File: src/rtl/trap_sequencer_pkg.sv
// Shared definitions for the trap sequencer: CSR addresses, mstatus bit
// positions, privilege encodings, the commit-stage exception pack and the
// sequencer state/kind enumerations.
package TrapPkg;

  localparam int unsigned TRAP_XLEN   = 64;
  localparam int unsigned TRAP_CSR_AW = 12;

  // CSR write addresses
  localparam logic [TRAP_CSR_AW-1:0] CSR_MSTATUS = 12'h300;
  localparam logic [TRAP_CSR_AW-1:0] CSR_MEPC    = 12'h341;
  localparam logic [TRAP_CSR_AW-1:0] CSR_MCAUSE  = 12'h342;
  localparam logic [TRAP_CSR_AW-1:0] CSR_MTVAL   = 12'h343;
  localparam logic [TRAP_CSR_AW-1:0] CSR_SEPC    = 12'h141;
  localparam logic [TRAP_CSR_AW-1:0] CSR_SCAUSE  = 12'h142;
  localparam logic [TRAP_CSR_AW-1:0] CSR_STVAL   = 12'h143;

  // mstatus bit positions
  localparam int unsigned MS_SIE    = 1;
  localparam int unsigned MS_MIE    = 3;
  localparam int unsigned MS_SPIE   = 5;
  localparam int unsigned MS_MPIE   = 7;
  localparam int unsigned MS_SPP    = 8;
  localparam int unsigned MS_MPP_LO = 11;
  localparam int unsigned MS_MPP_HI = 12;

  // Privilege encodings
  localparam logic [1:0] PRIV_U = 2'b00;
  localparam logic [1:0] PRIV_S = 2'b01;
  localparam logic [1:0] PRIV_M = 2'b11;

  // Exception pack handed over by the commit stage
  typedef struct packed {
    logic                 except;
    logic [TRAP_XLEN-1:0] epc;
    logic [TRAP_XLEN-1:0] ecause;
    logic [TRAP_XLEN-1:0] etval;
  } ExceptPack;

  typedef enum logic [2:0] {
    IDLE,
    T_EPC,
    T_CAUSE,
    T_TVAL,
    T_STAT,
    T_JMP,
    R_STAT,
    R_JMP
  } trap_state_t;

  // Which mstatus transformation the accepted request needs
  typedef enum logic [1:0] {
    K_TRAP_M,
    K_TRAP_S,
    K_MRET,
    K_SRET
  } trap_kind_t;

endpackage

File: src/rtl/trap_sequencer_mstatus_update.sv
// Combinational mstatus rewrite for trap entry (M or S target) and for
// MRET/SRET. Bits not touched by the selected kind pass through unchanged.
module mstatus_update
  import TrapPkg::*;
#(
  parameter int unsigned XLEN = 64
) (
  input  logic [XLEN-1:0] mstatus_i,
  input  logic [1:0]      priv_i,
  input  trap_kind_t      kind_i,
  output logic [XLEN-1:0] mstatus_o
);

  // Apply the interrupt-enable stack push/pop for the selected kind
  always_comb begin
    mstatus_o = mstatus_i;
    unique case (kind_i)
      K_TRAP_M: begin
        mstatus_o[MS_MPIE]             = mstatus_i[MS_MIE];
        mstatus_o[MS_MIE]              = 1'b0;
        mstatus_o[MS_MPP_HI:MS_MPP_LO] = priv_i;
      end
      K_TRAP_S: begin
        mstatus_o[MS_SPIE] = mstatus_i[MS_SIE];
        mstatus_o[MS_SIE]  = 1'b0;
        mstatus_o[MS_SPP]  = priv_i[0];
      end
      K_MRET: begin
        mstatus_o[MS_MIE]              = mstatus_i[MS_MPIE];
        mstatus_o[MS_MPIE]             = 1'b1;
        mstatus_o[MS_MPP_HI:MS_MPP_LO] = PRIV_U;
      end
      K_SRET: begin
        mstatus_o[MS_SIE]  = mstatus_i[MS_SPIE];
        mstatus_o[MS_SPIE] = 1'b1;
        mstatus_o[MS_SPP]  = 1'b0;
      end
      default: mstatus_o = mstatus_i;
    endcase
  end

endmodule

File: src/rtl/trap_sequencer.sv
// Trap entry / return sequencer. Accepts one committed exception, MRET or
// SRET while idle, performs the delegation decision, issues the CSR writes
// one per cycle through the single write port, then redirects fetch and
// switches privilege.
module trap_sequencer
  import TrapPkg::*;
#(
  parameter int unsigned XLEN   = 64,
  parameter int unsigned CSR_AW = 12
) (
  input  logic              clk,
  input  logic              rstn,
  input  ExceptPack         except_i,
  input  logic              mret_i,
  input  logic              sret_i,
  output logic [1:0]        priv_o,
  input  logic [XLEN-1:0]   mstatus_i,
  input  logic [XLEN-1:0]   medeleg_i,
  input  logic [XLEN-1:0]   mtvec_i,
  input  logic [XLEN-1:0]   stvec_i,
  input  logic [XLEN-1:0]   mepc_i,
  input  logic [XLEN-1:0]   sepc_i,
  output logic              csr_we_o,
  output logic [CSR_AW-1:0] csr_addr_o,
  output logic [XLEN-1:0]   csr_wdata_o,
  output logic              busy_o,
  output logic              flush_o,
  output logic              redirect_o,
  output logic [XLEN-1:0]   pc_o
);

  trap_state_t     state_q, state_d;
  trap_kind_t      kind_q, kind_d;
  logic [1:0]      priv_q, priv_d;
  logic [XLEN-1:0] epc_q, epc_d;
  logic [XLEN-1:0] ecause_q, ecause_d;
  logic [XLEN-1:0] etval_q, etval_d;
  logic [XLEN-1:0] mstatus_q, mstatus_d;
  logic [XLEN-1:0] mstatus_new;
  logic            deleg_s;
  logic            to_s;

  // New mstatus is derived from the values captured at acceptance
  mstatus_update #(
    .XLEN(XLEN)
  ) u_mstatus_update (
    .mstatus_i(mstatus_q),
    .priv_i   (priv_q),
    .kind_i   (kind_q),
    .mstatus_o(mstatus_new)
  );

  assign priv_o = priv_q;
  assign to_s   = (kind_q == K_TRAP_S);

  // Delegation decision evaluated against the live request in IDLE
  always_comb begin
    deleg_s = (priv_q != PRIV_M) & medeleg_i[except_i.ecause[5:0]] & ~except_i.ecause[XLEN-1];
  end

  // Next-state, capture and output decode
  always_comb begin
    state_d     = state_q;
    kind_d      = kind_q;
    priv_d      = priv_q;
    epc_d       = epc_q;
    ecause_d    = ecause_q;
    etval_d     = etval_q;
    mstatus_d   = mstatus_q;
    csr_we_o    = 1'b0;
    csr_addr_o  = '0;
    csr_wdata_o = '0;
    busy_o      = (state_q != IDLE);
    flush_o     = 1'b0;
    redirect_o  = 1'b0;
    pc_o        = '0;

    unique case (state_q)
      IDLE: begin
        if (except_i.except | mret_i | sret_i) begin
          busy_o    = 1'b1;
          flush_o   = 1'b1;
          epc_d     = except_i.epc;
          ecause_d  = except_i.ecause;
          etval_d   = except_i.etval;
          mstatus_d = mstatus_i;
          // priv_q is already the privilege at acceptance and stays put
          // until the jump state, so it doubles as the captured privilege.
          if (except_i.except) begin
            kind_d  = deleg_s ? K_TRAP_S : K_TRAP_M;
            state_d = T_EPC;
          end else if (mret_i) begin
            kind_d  = K_MRET;
            state_d = R_STAT;
          end else begin
            kind_d  = K_SRET;
            state_d = R_STAT;
          end
        end
      end
      T_EPC: begin
        csr_we_o    = 1'b1;
        csr_addr_o  = to_s ? CSR_SEPC : CSR_MEPC;
        csr_wdata_o = epc_q;
        state_d     = T_CAUSE;
      end
      T_CAUSE: begin
        csr_we_o    = 1'b1;
        csr_addr_o  = to_s ? CSR_SCAUSE : CSR_MCAUSE;
        csr_wdata_o = ecause_q;
        state_d     = T_TVAL;
      end
      T_TVAL: begin
        csr_we_o    = 1'b1;
        csr_addr_o  = to_s ? CSR_STVAL : CSR_MTVAL;
        csr_wdata_o = etval_q;
        state_d     = T_STAT;
      end
      T_STAT: begin
        csr_we_o    = 1'b1;
        csr_addr_o  = CSR_MSTATUS;
        csr_wdata_o = mstatus_new;
        state_d     = T_JMP;
      end
      T_JMP: begin
        flush_o    = 1'b1;
        redirect_o = 1'b1;
        pc_o       = (to_s ? stvec_i : mtvec_i) & ~XLEN'(3);
        priv_d     = to_s ? PRIV_S : PRIV_M;
        state_d    = IDLE;
      end
      R_STAT: begin
        csr_we_o    = 1'b1;
        csr_addr_o  = CSR_MSTATUS;
        csr_wdata_o = mstatus_new;
        state_d     = R_JMP;
      end
      R_JMP: begin
        flush_o    = 1'b1;
        redirect_o = 1'b1;
        if (kind_q == K_MRET) begin
          pc_o   = mepc_i;
          priv_d = mstatus_q[MS_MPP_HI:MS_MPP_LO];
        end else begin
          pc_o   = sepc_i;
          priv_d = {1'b0, mstatus_q[MS_SPP]};
        end
        state_d = IDLE;
      end
      default: state_d = IDLE;
    endcase
  end

  // State and capture registers; reset aborts any sequence in flight
  always_ff @(posedge clk or negedge rstn) begin
    if (!rstn) begin
      state_q   <= IDLE;
      kind_q    <= K_TRAP_M;
      priv_q    <= PRIV_M;
      epc_q     <= '0;
      ecause_q  <= '0;
      etval_q   <= '0;
      mstatus_q <= '0;
    end else begin
      state_q   <= state_d;
      kind_q    <= kind_d;
      priv_q    <= priv_d;
      epc_q     <= epc_d;
      ecause_q  <= ecause_d;
      etval_q   <= etval_d;
      mstatus_q <= mstatus_d;
    end
  end

endmodule
File: config.mk
export PLATFORM = sky130hd
export DESIGN_NAME = trap_sequencer
export DESIGN_NICKNAME = d
export VERILOG_FILES = /design/src/rtl/trap_sequencer_pkg.sv /design/src/rtl/trap_sequencer_mstatus_update.sv /design/src/rtl/trap_sequencer.sv
export SDC_FILE = /design/constraint.sdc
export NUM_CORES = 1
export LEC_CHECK = 0
export ABC_AREA = 1
export BUFFER_PORTS_ARGS = -buffer_cell sky130_fd_sc_hd__clkbuf_2
export CORE_AREA = 5 5 278 280
export DETAILED_ROUTE_END_ITERATION = 8
export DIE_AREA = 0 0 283 285
export SLEW_MARGIN = 20
export SYNTH_ARGS = -nofsm -noshare
export SYNTH_HDL_FRONTEND = slang
export SYNTH_SLANG_ARGS = --single-unit
File: constraint.sdc
create_clock -name clk -period 1.9 [get_ports clk]
set_input_delay 0.19 -clock clk [delete_from_list [all_inputs] [get_ports clk]]
set_output_delay 0.19 -clock clk [all_outputs]
set_load 0.05 [all_outputs]
== After elaboration in Yosys (flattened, before gate mapping) ==
Cells that the tools add are included.

* Register bits after elaboration: 263
* Bits of input ports: 581
* Output and inout bits: 146
* Logic and storage cells: 64

* Magnitude comparators: 1
* Eq/ne operators: 12
* Muxes and demuxes: 31
* Bitwise logic cells: 5
* Reduce and logical (&&, ||, !) cells: 8

{| class="wikitable"
|+ Operators by type and width
! cell !! number
|-
| one-hot mux 64 bit (4 select lines) || 1
|-
| two-way mux 64 bit || 2
|-
| one-hot mux 64 bit (2 select lines) || 1
|-
| one-hot mux 10 bit (4 select lines) || 1
|-
| two-way mux 10 bit || 3
|-
| one-hot mux 3 bit (7 select lines) || 1
|-
| == test 3 bit (second input constant) || 4
|-
| one-hot mux 1 bit (2 select lines) || 6
|-
| two-way mux 1 bit || 8
|-
| one-hot mux 2 bit (2 select lines) || 2
|-
| less-than comparator 6 x 7 -> 1 bit (second input constant) || 1
|-
| binary-select mux 1 bit (select 6 bit) || 1
|-
| == test 3 x 2 -> 1 bit (second input constant) || 2
|-
| two-way mux 2 bit || 3
|-
| two-way mux 3 bit || 2
|-
| OR reduction 5 bit || 1
|-
| == test 2 bit (second input constant) || 2
|-
| != test 2 bit (second input constant) || 2
|-
| OR reduction 2 bit || 2
|-
| == test 3 x 1 -> 1 bit (second input constant) || 1
|-
| zero test 3 bit || 1
|-
| nonzero test 3 bit || 1
|-
| AND 1 bit || 2
|-
| == test 2 x 1 -> 1 bit (second input constant) || 1
|-
| other kinds (5) || 6
|}

== Longest topological paths before layout ==
Gate-level depths: netlist (run 1).

* Word-level depth: 6
* Depth in mapped cells: 13
* Depth with buffers taken out: 11

== By module ==
Synthesis (run 1) repeated with hierarchy kept, for this count alone.

* Cells, all modules: 2049
* Area total of the unflattened synthesis: 14619.0 µm²

{| class="wikitable"
|+ Modules (own cells, without submodules)
! module !! instances !! cells each !! area each (µm²) !! seq. area each (µm²)
|-
| trap_sequencer || 1 || 1968 || 14082.3 || 6583.8
|-
| mstatus_update || 1 || 81 || 536.8 || 0.0
|}

== Least setup slack after synthesis (run 1) ==
Ideal clock, no wire load.

* Path kind: reg-to-output
* Start point: register kind_q[0]
* End point: output pc_o[15]
* Data arrival time: 2.268 ns
* Data required time: 1.710 ns
* Slack: -0.558 ns
* Stages on the path, launching flop included: 8
* Path buffers: 3
* Path through: dfrtp_1 buf_4 inv_1 nor2_2 buf_4 buf_2 nor2_1 o32ai_1

* Cells in the longest elaborated chain, start to end: 3
* Elaborated cells between the ends (all ways): 5
* Those cells by class: eq/ne: 2; mux: 3

{| class="wikitable"
|+ Ends and longest elaborated chain
! item !! line !! text
|-
| start, declared || trap_sequencer.sv:33 || <nowiki>trap_kind_t kind_q, kind_d;</nowiki>
|-
| start signal, assigned || trap_sequencer.sv:166 || <nowiki>kind_q <= kind_d;</nowiki>
|-
| == test 2 bit / == test 2 x 1 -> 1 bit (equally long branches) || trap_sequencer.sv:141, trap_sequencer.sv:54 ||
|-
| two-way mux 64 bit, on equally long branches || trap_sequencer.sv:141, trap_sequencer.sv:128 ||
|-
| one-hot mux 64 bit (2 select lines) * || trap_sequencer.sv:78 || <nowiki>unique case (state_q)</nowiki>
|-
| end, declared || trap_sequencer.sv:29 || <nowiki>output logic [XLEN-1:0] pc_o</nowiki>
|}

Every way passes the cells marked *; elsewhere a longest branch is shown, timed or not.

== Worst setup path after layout (run 1) ==
* Start point: register kind_q[0]
* End point: output pc_o[59]

Same word-level chain as after synthesis.

==> results.json, run 1 <==
{
  "worst-setup-path-type": "reg2out",
  "cts_sinks": 263,
  "maxCapViolations": 0,
  "place_inst": 3654,
  "tns_ns": -51.48,
  "placed_area_um2": 21720,
  "die_area_um2": 80660,
  "layout-drive-gt1-share": 0.3899,
  "layout_common_cells": "1038 x nand2_1, 580 x clkbuf_2, 259 x dfrtp_1",
  "r2r_slack_ns": 0.02,
  "overflow": 0,
  "outcome": "finished with violations",
  "drt_wl_total_mm": 91.69,
  "io_buffer_count": 715,
  "fin_cells": 4061,
  "ir_drop_v": 0.001233,
  "worstSetupStartpoint": "kind_q[0]",
  "initial_core_util": 0.1903,
  "r2r_end": "etval_q[36]",
  "synth_edf_count": 0,
  "firstDrtPassIters": 5,
  "mostFrequentLayoutCell": "nand2_1",
  "stdcell_area_um2": 27860,
  "fp.coreArea_um2": 74200,
  "violations": "setup timing",
  "ys_seq_area_frac": 0.4663,
  "max_freq_mhz": 406.5,
  "synth_seq_cells": 263,
  "grt_max_degree": 83,
  "ios": 727,
  "regArea_um2": 6586,
  "worst-endpoint-arrival_ns": 2.27,
  "fin_crit_ns": 2.460,
  "cts_buffers": 34,
  "skew_ns": 0.02039,
  "rr_worst_depth": 9,
  "synth_area_per_cell_um2": 7.120,
  "vias": 18388,
  "power.density_nw_per_um2": 1798,
  "fp.dieW_um": 283,
  "area_delta_synth_final_pct": 97.33,
  "cp-endpoint": "pc_o[59]",
  "globalplace.congestion": 0.9630,
  "ys.flop_type": "dfrtp_1",
  "async_reset_ff_frac": 1.000,
  "path_clk_slew_ns": 0.06,
  "timing.final.crit_share": 1.295,
  "viasPerCell": 4.528,
  "num-nets-final": 3619,
  "finalWorstSetupSlack_ns": -0.5598,
  "track_usage": 0.2065,
  "cts_max_path_buffers": 3,
  "cts_tree": "built",
  "leakage_nw": 13.67,
  "setup-violations-final": 135,
  "clock_latency_ns": 0.53,
  "root_buffer": "clkbuf_16",
  "rsz0062_at_grt": "yes",
  "hpwl_mm": 66.10,
  "rows": 100,
  "drt-wirelength-per-cell_um": 22.58,
  "place_ws_ns": -0.3971,
  "startpoint_type": "flip-flop",
  "fp.dieH_um": 285,
  "antenna_found_initial": 57,
  "hold_start": "except_i[76]",
  "n_fill_cell": 7305,
  "grt_pass1_vias": 18446,
  "yosysUniqueCellTypes": 28,
  "finalMaxSlewViolations": 0,
  "hold_viol": 0,
  "h-tree-depth": 2,
  "syn_inst": 1983,
  "multi_input_area_um2": 8531,
  "antenna_left": 0,
  "grt_pass1_wl_mm": 125.4,
  "worst_setup_path_end_kind": "output port",
  "drtIter0Drc": 1186,
  "yosysWarnings": 0,
  "drc": 0,
  "netlist_area_um2": 14120,
  "rr_startpoint": "state_q[0]",
  "crit_path_max_fanout": 22,
  "cp_data_required_time_ns": 1.71,
  "min-delay-path-class": "in2reg"
}
worst max-delay path, cell delays in order (launching register included):
cell and delay [ns]:
dfrtp_1 0.39, buf_4 0.15, nor2_4 0.20, inv_4 0.13
buf_12 0.19, o21ai_2 0.30, o32ai_4 0.18, buf_12 0.18
layer usage:
layer / wire length (um) / track usage
met1: 32820 / 0.2319
met2: 44870 / 0.3519
met3: 6480 / 0.04409
met4: 7517 / 0.1414
met5: 0 / 0
synthesized netlist by cell type, types with 2 or more instances:
| cell type | n | share of area |
|---|---|---|
| nand2_1 | 1043 | 0.28 |
| dfrtp_1 | 261 | 0.46 |
| nor2_1 | 195 | 0.052 |
| nand3_1 | 91 | 0.032 |
| buf_2 | 76 | 0.027 |
| o21ai_0 | 74 | 0.026 |
| o32ai_1 | 62 | 0.038 |
| a22oi_1 | 32 | 0.017 |
| nand4_1 | 31 | 0.014 |
| clkbuf_1 | 26 | 0.0069 |
| buf_4 | 25 | 0.013 |
| inv_1 | 17 | 0.0045 |
| buf_6 | 15 | 0.012 |
| inv_2 | 6 | 0.0016 |
| nor2_2 | 5 | 0.0022 |
| a21oi_1 | 4 | 0.0014 |
| nor3_1 | 4 | 0.0014 |
| buf_1 | 3 | 0.00080 |
| o221ai_1 | 3 | 0.0019 |
| dfstp_2 | 2 | 0.0037 |
report_power, final:
part | switching, mW | total [mW] | leakage (nW) | internal (mW)
Combinational | 19.7 | 33.5 | 9.87 | 13.7
Clock | 2.57 | 6.60 | 0.556 | 4.03
Sequential | 1.60 | 10.0 | 3.24 | 8.43
Total | 23.9 | 50.1 | 13.7 | 26.2
worst min-delay path by stage:
stage / cells past startpoint / slack [ns] / end
detailed placement: 1 / 0.09 / mstatus_q[44]
global placement: 1 / 0.1 / mstatus_q[44]
floorplan: 0 / -0.11 / ecause_q[0]
global route: 3 / 0.07 / ecause_q[12]
finish: 3 / 0.08 / ecause_q[12]
CTS: 3 / 0.03 / ecause_q[12]
stage by stage:
stage          power [mW]  hold WS [ns]  utilization
2_1_floorplan       26.13       -0.1056            -
3_3_place_gp        37.55       0.09530       0.2928
3_5_place_dp        37.83       0.09460       0.2928
4_1_cts             47.73       0.03255       0.3593
5_1_grt             52.66       0.07031       0.3754
6_report            50.08       0.07950       0.3755
sequential cells by signal, summed over array words and instances, names as in the netlist:
signal / flops
ecause_q: 64
epc_q: 64
etval_q: 64
mstatus_q: 64
state_q: 3
kind_q: 2
priv_o: 2
logic make-up (layout without fill, tap and decap cells):
group | count (synthesis) | in the layout | share of synthesized area
AND/OR/NAND/NOR | 1369 | 1369 | 0.3788
flip-flops | 263 | 263 | 0.4663
other | 1 | 42 | 0.0002656
AO/OA/AOI/OAI | 181 | 181 | 0.08836
buffers and inverters | 169 | 1237 | 0.06629
layout make-up:
| cell class | count | area share |
|---|---|---|
| Multi-Input combinational cell | 1557 | 0.3062 |
| Timing Repair Buffer | 1158 | 0.3662 |
| Antenna cell | 35 | 0.003144 |
| Tap cell | 969 | 0.04352 |
| Inverter | 24 | 0.004221 |
| Sequential cell | 263 | 0.2364 |
| Clock inverter | 10 | 0.005030 |
| Clock buffer | 45 | 0.03530 |
what timing repair did:
| action | in CTS | in global routing |
|---|---|---|
| buffers inserted | 29 | 17 |
| pin swaps | 34 | 48 |
| hold buffers | 252 | 0 |
| gates cloned | 4 | 16 |
| resized for setup | 276 | 212 |
| endpoints found under the setup margin | 136 | 299 |
| endpoints found under the hold margin | 513 | 0 |
(Power assumes the default switching activity.)
==> run 2, diff against run 1 <==
==> constraint.sdc (replaced) <==
create_clock -name clk -period 1.9 [get_ports clk]
set_input_delay 0.285 -clock clk [delete_from_list [all_inputs] [get_ports clk]]
set_output_delay 0.285 -clock clk [all_outputs]
set_load 0.05 [all_outputs]
==> results.json, run 2 (synthesis results as in run 1) <==
{
  "outcome": "finished with violations",
  "violations": "setup timing",
  "rows": 100,
  "fin_util": 0.4030,
  "cts_max_path_buffers": 3,
  "ios": 727,
  "grt_pass1_vias": 19502,
  "wl_met2_mm": 46.95,
  "worst-setup-path-type": "reg2out",
  "track_usage": 0.2151,
  "hpwl_mm": 66.18,
  "fp.coreArea_um2": 74200,
  "wl_met1_mm": 36.58,
  "fp.dieH_um": 285,
  "cp_cell_sequence": "buf_4, buf_6, nand3_4, buf_12, clkbuf_16, o32ai_4, buf_12",
  "path_clk_slew_ns": 0.06,
  "io_buffer_count": 715,
  "timing.final.crit_share": 1.349,
  "die_area_um2": 80660,
  "stdcell_area_um2": 29900,
  "finalMaxSlewViolations": 0,
  "cts_sinks": 263,
  "relSlewSlack": 0.6547,
  "rsz0062_at_grt": "yes",
  "power.density_nw_per_um2": 1833,
  "mostFrequentLayoutCell": "nand2_1",
  "placed_area_um2": 22240,
  "area_delta_synth_final_pct": 111.8,
  "fin_crit_ns": 2.563,
  "cp_common_cell": "buf_12",
  "grt_pass1_wl_mm": 131.2,
  "cts_buffers": 35,
  "worst-endpoint-arrival_ns": 2.28,
  "setup-violations-final": 331,
  "tightest_slew_ns": 0.5180,
  "fp.dieW_um": 283,
  "max_freq_mhz": 390.1,
  "n_fill_cell": 7054,
  "initial_core_util": 0.1903,
  "root_buffer": "clkbuf_16",
  "min-delay-path-class": "in2reg",
  "overflow": 0,
  "firstDrtPassIters": 5,
  "crit_path_max_fanout": 6,
  "cts_tree": "built",
  "layout-drive-gt1-share": 0.4265,
  "ir_drop_v": 0.001389,
  "startpoint_type": "flip-flop",
  "maxCapViolations": 0,
  "cpPeakStageDelay_ns": 0.43,
  "antenna_found_initial": 49,
  "viasPerCell": 4.587,
  "cp_data_required_time_ns": 1.62,
  "critPathSlowestCell": "dfrtp_2",
  "antenna_left": 0,
  "drc": 0,
  "drtIter0Drc": 1076,
  "worst_setup_path_end_kind": "output port",
  "r2r_slack_ns": -0.16,
  "drt_wl_total_mm": 94.91,
  "layout_common_cells": "966 x nand2_1, 577 x clkbuf_2, 258 x dfrtp_1",
  "highest_layer": "met5",
  "wl_met3_mm": 5.484,
  "drt-wirelength-per-cell_um": 23.17,
  "globalplace.congestion": 0.9670,
  "vias": 18787,
  "hold_viol": 0,
  "finalWorstSetupSlack_ns": -0.6635,
  "h-tree-depth": 2,
  "grt_max_degree": 84,
  "leakage_nw": 14.59,
  "clock_latency_ns": 0.54,
  "num-nets-final": 3659,
  "skew_ns": 0.02395
}
==> run 2: cell types whose count changed in the layout (fill, tap and decap cells not counted), sizes merged <==
cell / before / now
bufinv: 3 / 5
diode: 35 / 23
clkinv: 8 / 9
dlygate4sd3: 252 / 247
buf: 294 / 351
clkbuf: 657 / 645
bufbuf: 0 / 1
clkinvlp: 1 / 4
==> run 2: power breakdown <==
group | switching [mW] | internal [mW]
combinational | 20.9 | 16.3
clock | 2.74 | 4.53
sequential | 1.95 | 8.44
==> run 2: final timing paths <==
check / startpoint / end / depth (start not counted)
worst min-delay path: except_i[13] / etval_q[13] / 3
worst max-delay path: state_q[0] / pc_o[59] / 7
max in group asynchronous: rstn / epc_q[5] / 3
min in group asynchronous: rstn / ecause_q[37] / 2
worst max register to register: state_q[0] / etval_q[44] / 11
worst min register to register: etval_q[23] / etval_q[23] / 2
==> run 2: stage by stage <==
step                cells  power (mW)  worst slack [ns]  TNS [ns]  hold slack, ns
floorplan            1989       26.12           -0.4594    -2.164        -0.01059
global placement     3663       38.80           -0.2235    -4.473          0.1315
detailed placement   3663       39.02           -0.2132    -9.043          0.1340
CTS                  4033       51.82           -0.6540    -74.05         0.01428
global route         4093       57.58           -0.7249   -116.53         0.02872
finish               4096       54.80           -0.6635    -86.70         0.05037
==> run 2: final cells by class <==
cell class | instances | area [um^2] | share of cell area
diodes | 23 | 57.56 | 0.001925
clock buffers | 47 | 1033 | 0.03456
clock inverters | 16 | 236.5 | 0.007909
inverters | 24 | 125.1 | 0.004184
multi-input cells | 1557 | 9189 | 0.3073
flip-flops and latches | 263 | 6588 | 0.2203
well taps | 969 | 1212 | 0.04055
repair buffers | 1197 | 11460 | 0.3833
==> run 2: timing repair <==
| item | CTS | global route |
|---|---|---|
| setup buffers | 42 | 35 |
| setup endpoints to repair | 281 | 268 |
| resized for setup | 370 | 279 |
| pin swaps | 66 | 108 |
| hold buffers | 247 | 0 |
| gates cloned | 20 | 15 |
| hold endpoints to repair | 507 | 0 |
==> run 2: critical path: cells and delay by family (launching register included) <==
| family | cells | cell delay, ns |
|---|---|---|
| compound gates | 1 | 0.40 |
| simple gates | 1 | 0.12 |
| buf+inv | 5 | 0.80 |
| flops | 1 | 0.43 |
==> run 2: routing by layer <==
layer,global-route usage,vias up
li1,-,8582
met5,0,-
met4,0.1015,6
met2,0.3806,859
met1,0.2480,9083
met3,0.04704,257
==> run 3, diff against run 2 <==
==> constraint.sdc (replaced) <==
create_clock -name clk -period 1.9 [get_ports clk]
set_input_delay 0.285 -clock clk [delete_from_list [all_inputs] [get_ports clk]]
set_output_delay 0.285 -clock clk [all_outputs]
set_load 0.01 [all_outputs]
==> results.json, run 3 (synthesis results as in run 1) <==
{
  "firstDrtPassIters": 5,
  "cp_data_required_time_ns": 1.62,
  "overflow": 0,
  "fp.coreArea_um2": 74200,
  "met1_usage": 0.2386,
  "fp.dieH_um": 285,
  "cts_max_path_buffers": 3,
  "worst-endpoint-arrival_ns": 2.26,
  "clock_latency_ns": 0.61,
  "hold_end": "ecause_q[63]",
  "max_freq_mhz": 393.4,
  "fin_hold_ws_ns": 0.07588,
  "track_usage": 0.2151,
  "leakage_nw": 13.85,
  "grtUsageMet2": 0.3758,
  "top_usage_layer": "met2",
  "hold_viol": 0,
  "mostFrequentLayoutCell": "nand2_1",
  "ios": 727,
  "r2r_end": "etval_q[53]",
  "drt_wl_total_mm": 96.77,
  "hold_start": "except_i[127]",
  "rr_worst_depth": 12,
  "finalMaxSlewViolations": 0,
  "viasPerCell": 4.607,
  "initial_core_util": 0.1903,
  "setup-violations-final": 379,
  "die_area_um2": 80660,
  "worst_setup_path_end_kind": "output port",
  "maxCapViolations": 0,
  "grt_max_degree": 76,
  "h-tree-depth": 1,
  "stdcell_area_um2": 26940,
  "rsz0062_at_grt": "yes",
  "rows": 100,
  "place_ws_ns": -0.1612,
  "drt-wirelength-per-cell_um": 23.53,
  "antenna_left": 0,
  "area_delta_synth_final_pct": 90.85,
  "drtIter0Drc": 1378,
  "worstSetupStartpoint": "kind_q[1]",
  "power.density_nw_per_um2": 1553,
  "fp.dieW_um": 283,
  "worst-setup-path-type": "reg2out",
  "cts_tree": "built",
  "root_buffer": "clkbuf_16",
  "crit_path_max_fanout": 10,
  "placed_area_um2": 19640,
  "antenna_found_initial": 60,
  "io_buffer_count": 715,
  "ir_drop_v": 0.0007336,
  "violations": "setup timing",
  "n_fill_cell": 7544,
  "grt_pass1_wl_mm": 129.5,
  "path_clk_slew_ns": 0.06,
  "fin_crit_ns": 2.542,
  "regArea_um2": 6586,
  "layout_common_cells": "1012 x nand2_1, 582 x clkbuf_2, 259 x dfrtp_1",
  "min_path_cells": 3,
  "grt_pass1_vias": 18908,
  "cts_buffers": 31,
  "layout-drive-gt1-share": 0.4091,
  "drc": 0,
  "r2r_slack_ns": -0.20,
  "cts_sinks": 263,
  "relSlewSlack": 0.6242,
  "tightest_slew_ns": 0.5637,
  "grtUsageMet3": 0.03962,
  "finalWorstSetupSlack_ns": -0.6420,
  "globalplace.congestion": 0.9606,
  "startpoint_type": "flip-flop",
  "outcome": "finished with violations",
  "rr_startpoint": "state_q[0]",
  "multi_input_area_um2": 8153,
  "num-nets-final": 3666,
  "hpwl_mm": 67.50,
  "timing.final.crit_share": 1.338,
  "skew_ns": 0.01800,
  "min-delay-path-class": "in2reg",
  "vias": 18950
}
==> run 3: how the worst max path moves through the flow <==
stage | slack [ns] | to | cells past startpoint
floorplan | 0.21 | pc_o[15] | 7
global placement | -0.18 | pc_o[45] | 7
detailed placement | -0.16 | pc_o[45] | 7
CTS | -0.65 | pc_o[45] | 7
global route | -0.70 | csr_wdata_o[46] | 10
finish | -0.64 | csr_wdata_o[5] | 6
==> run 3: through the flow <==
step	power [mW]	setup TNS [ns]	utilization	std cells
6_report	41.86	-98.28	0.3632	4113
2_1_floorplan	19.20	0	-	1989
4_1_cts	38.21	-74.51	0.3381	4047
3_5_place_dp	27.46	-0.9053	0.2647	3667
3_3_place_gp	27.27	-0.8890	0.2647	3667
5_1_grt	44.36	-128.36	0.3630	4108
==> run 3: area by class of cell <==
class	instances	area share
Clock buffer	45	0.03334
Sequential cell	263	0.2444
Antenna cell	37	0.003436
Timing Repair Buffer	1208	0.3640
Tap cell	969	0.04500
Multi-Input combinational cell	1557	0.3026
Inverter	24	0.004411
Clock inverter	10	0.002833
==> run 3: metal layers <==
layer	wire, um	up-vias
li1	-	8636
met1	35020	8975
met2	47960	1051
met3	6534	286
met4	7246	2
met5	13	-
==> run 3: where the power goes <==
group | internal, mW | total [mW] | leakage, nW | switching [mW]
combinational | 11.7 | 25.9 | 10.1 | 14.2
clock | 3.27 | 5.82 | 0.475 | 2.55
sequential | 8.43 | 10.2 | 3.24 | 1.73
==> run 3: timing repair <==
action	CTS	global route
pin swaps	41	63
cloned	23	19
endpoints found under the setup margin	137	305
endpoints found under the hold margin	292	0
setup buffers	53	31
gates resized for setup	239	444
hold buffers	251	0
==> run 3: worst max-delay path, cell delays in order, from the launching register on <==
cell      delay, ns
dfrtp_1        0.43
nor2_4         0.22
inv_6          0.11
o221ai_1       0.25
buf_4          0.16
nand4_1        0.24
buf_4          0.25
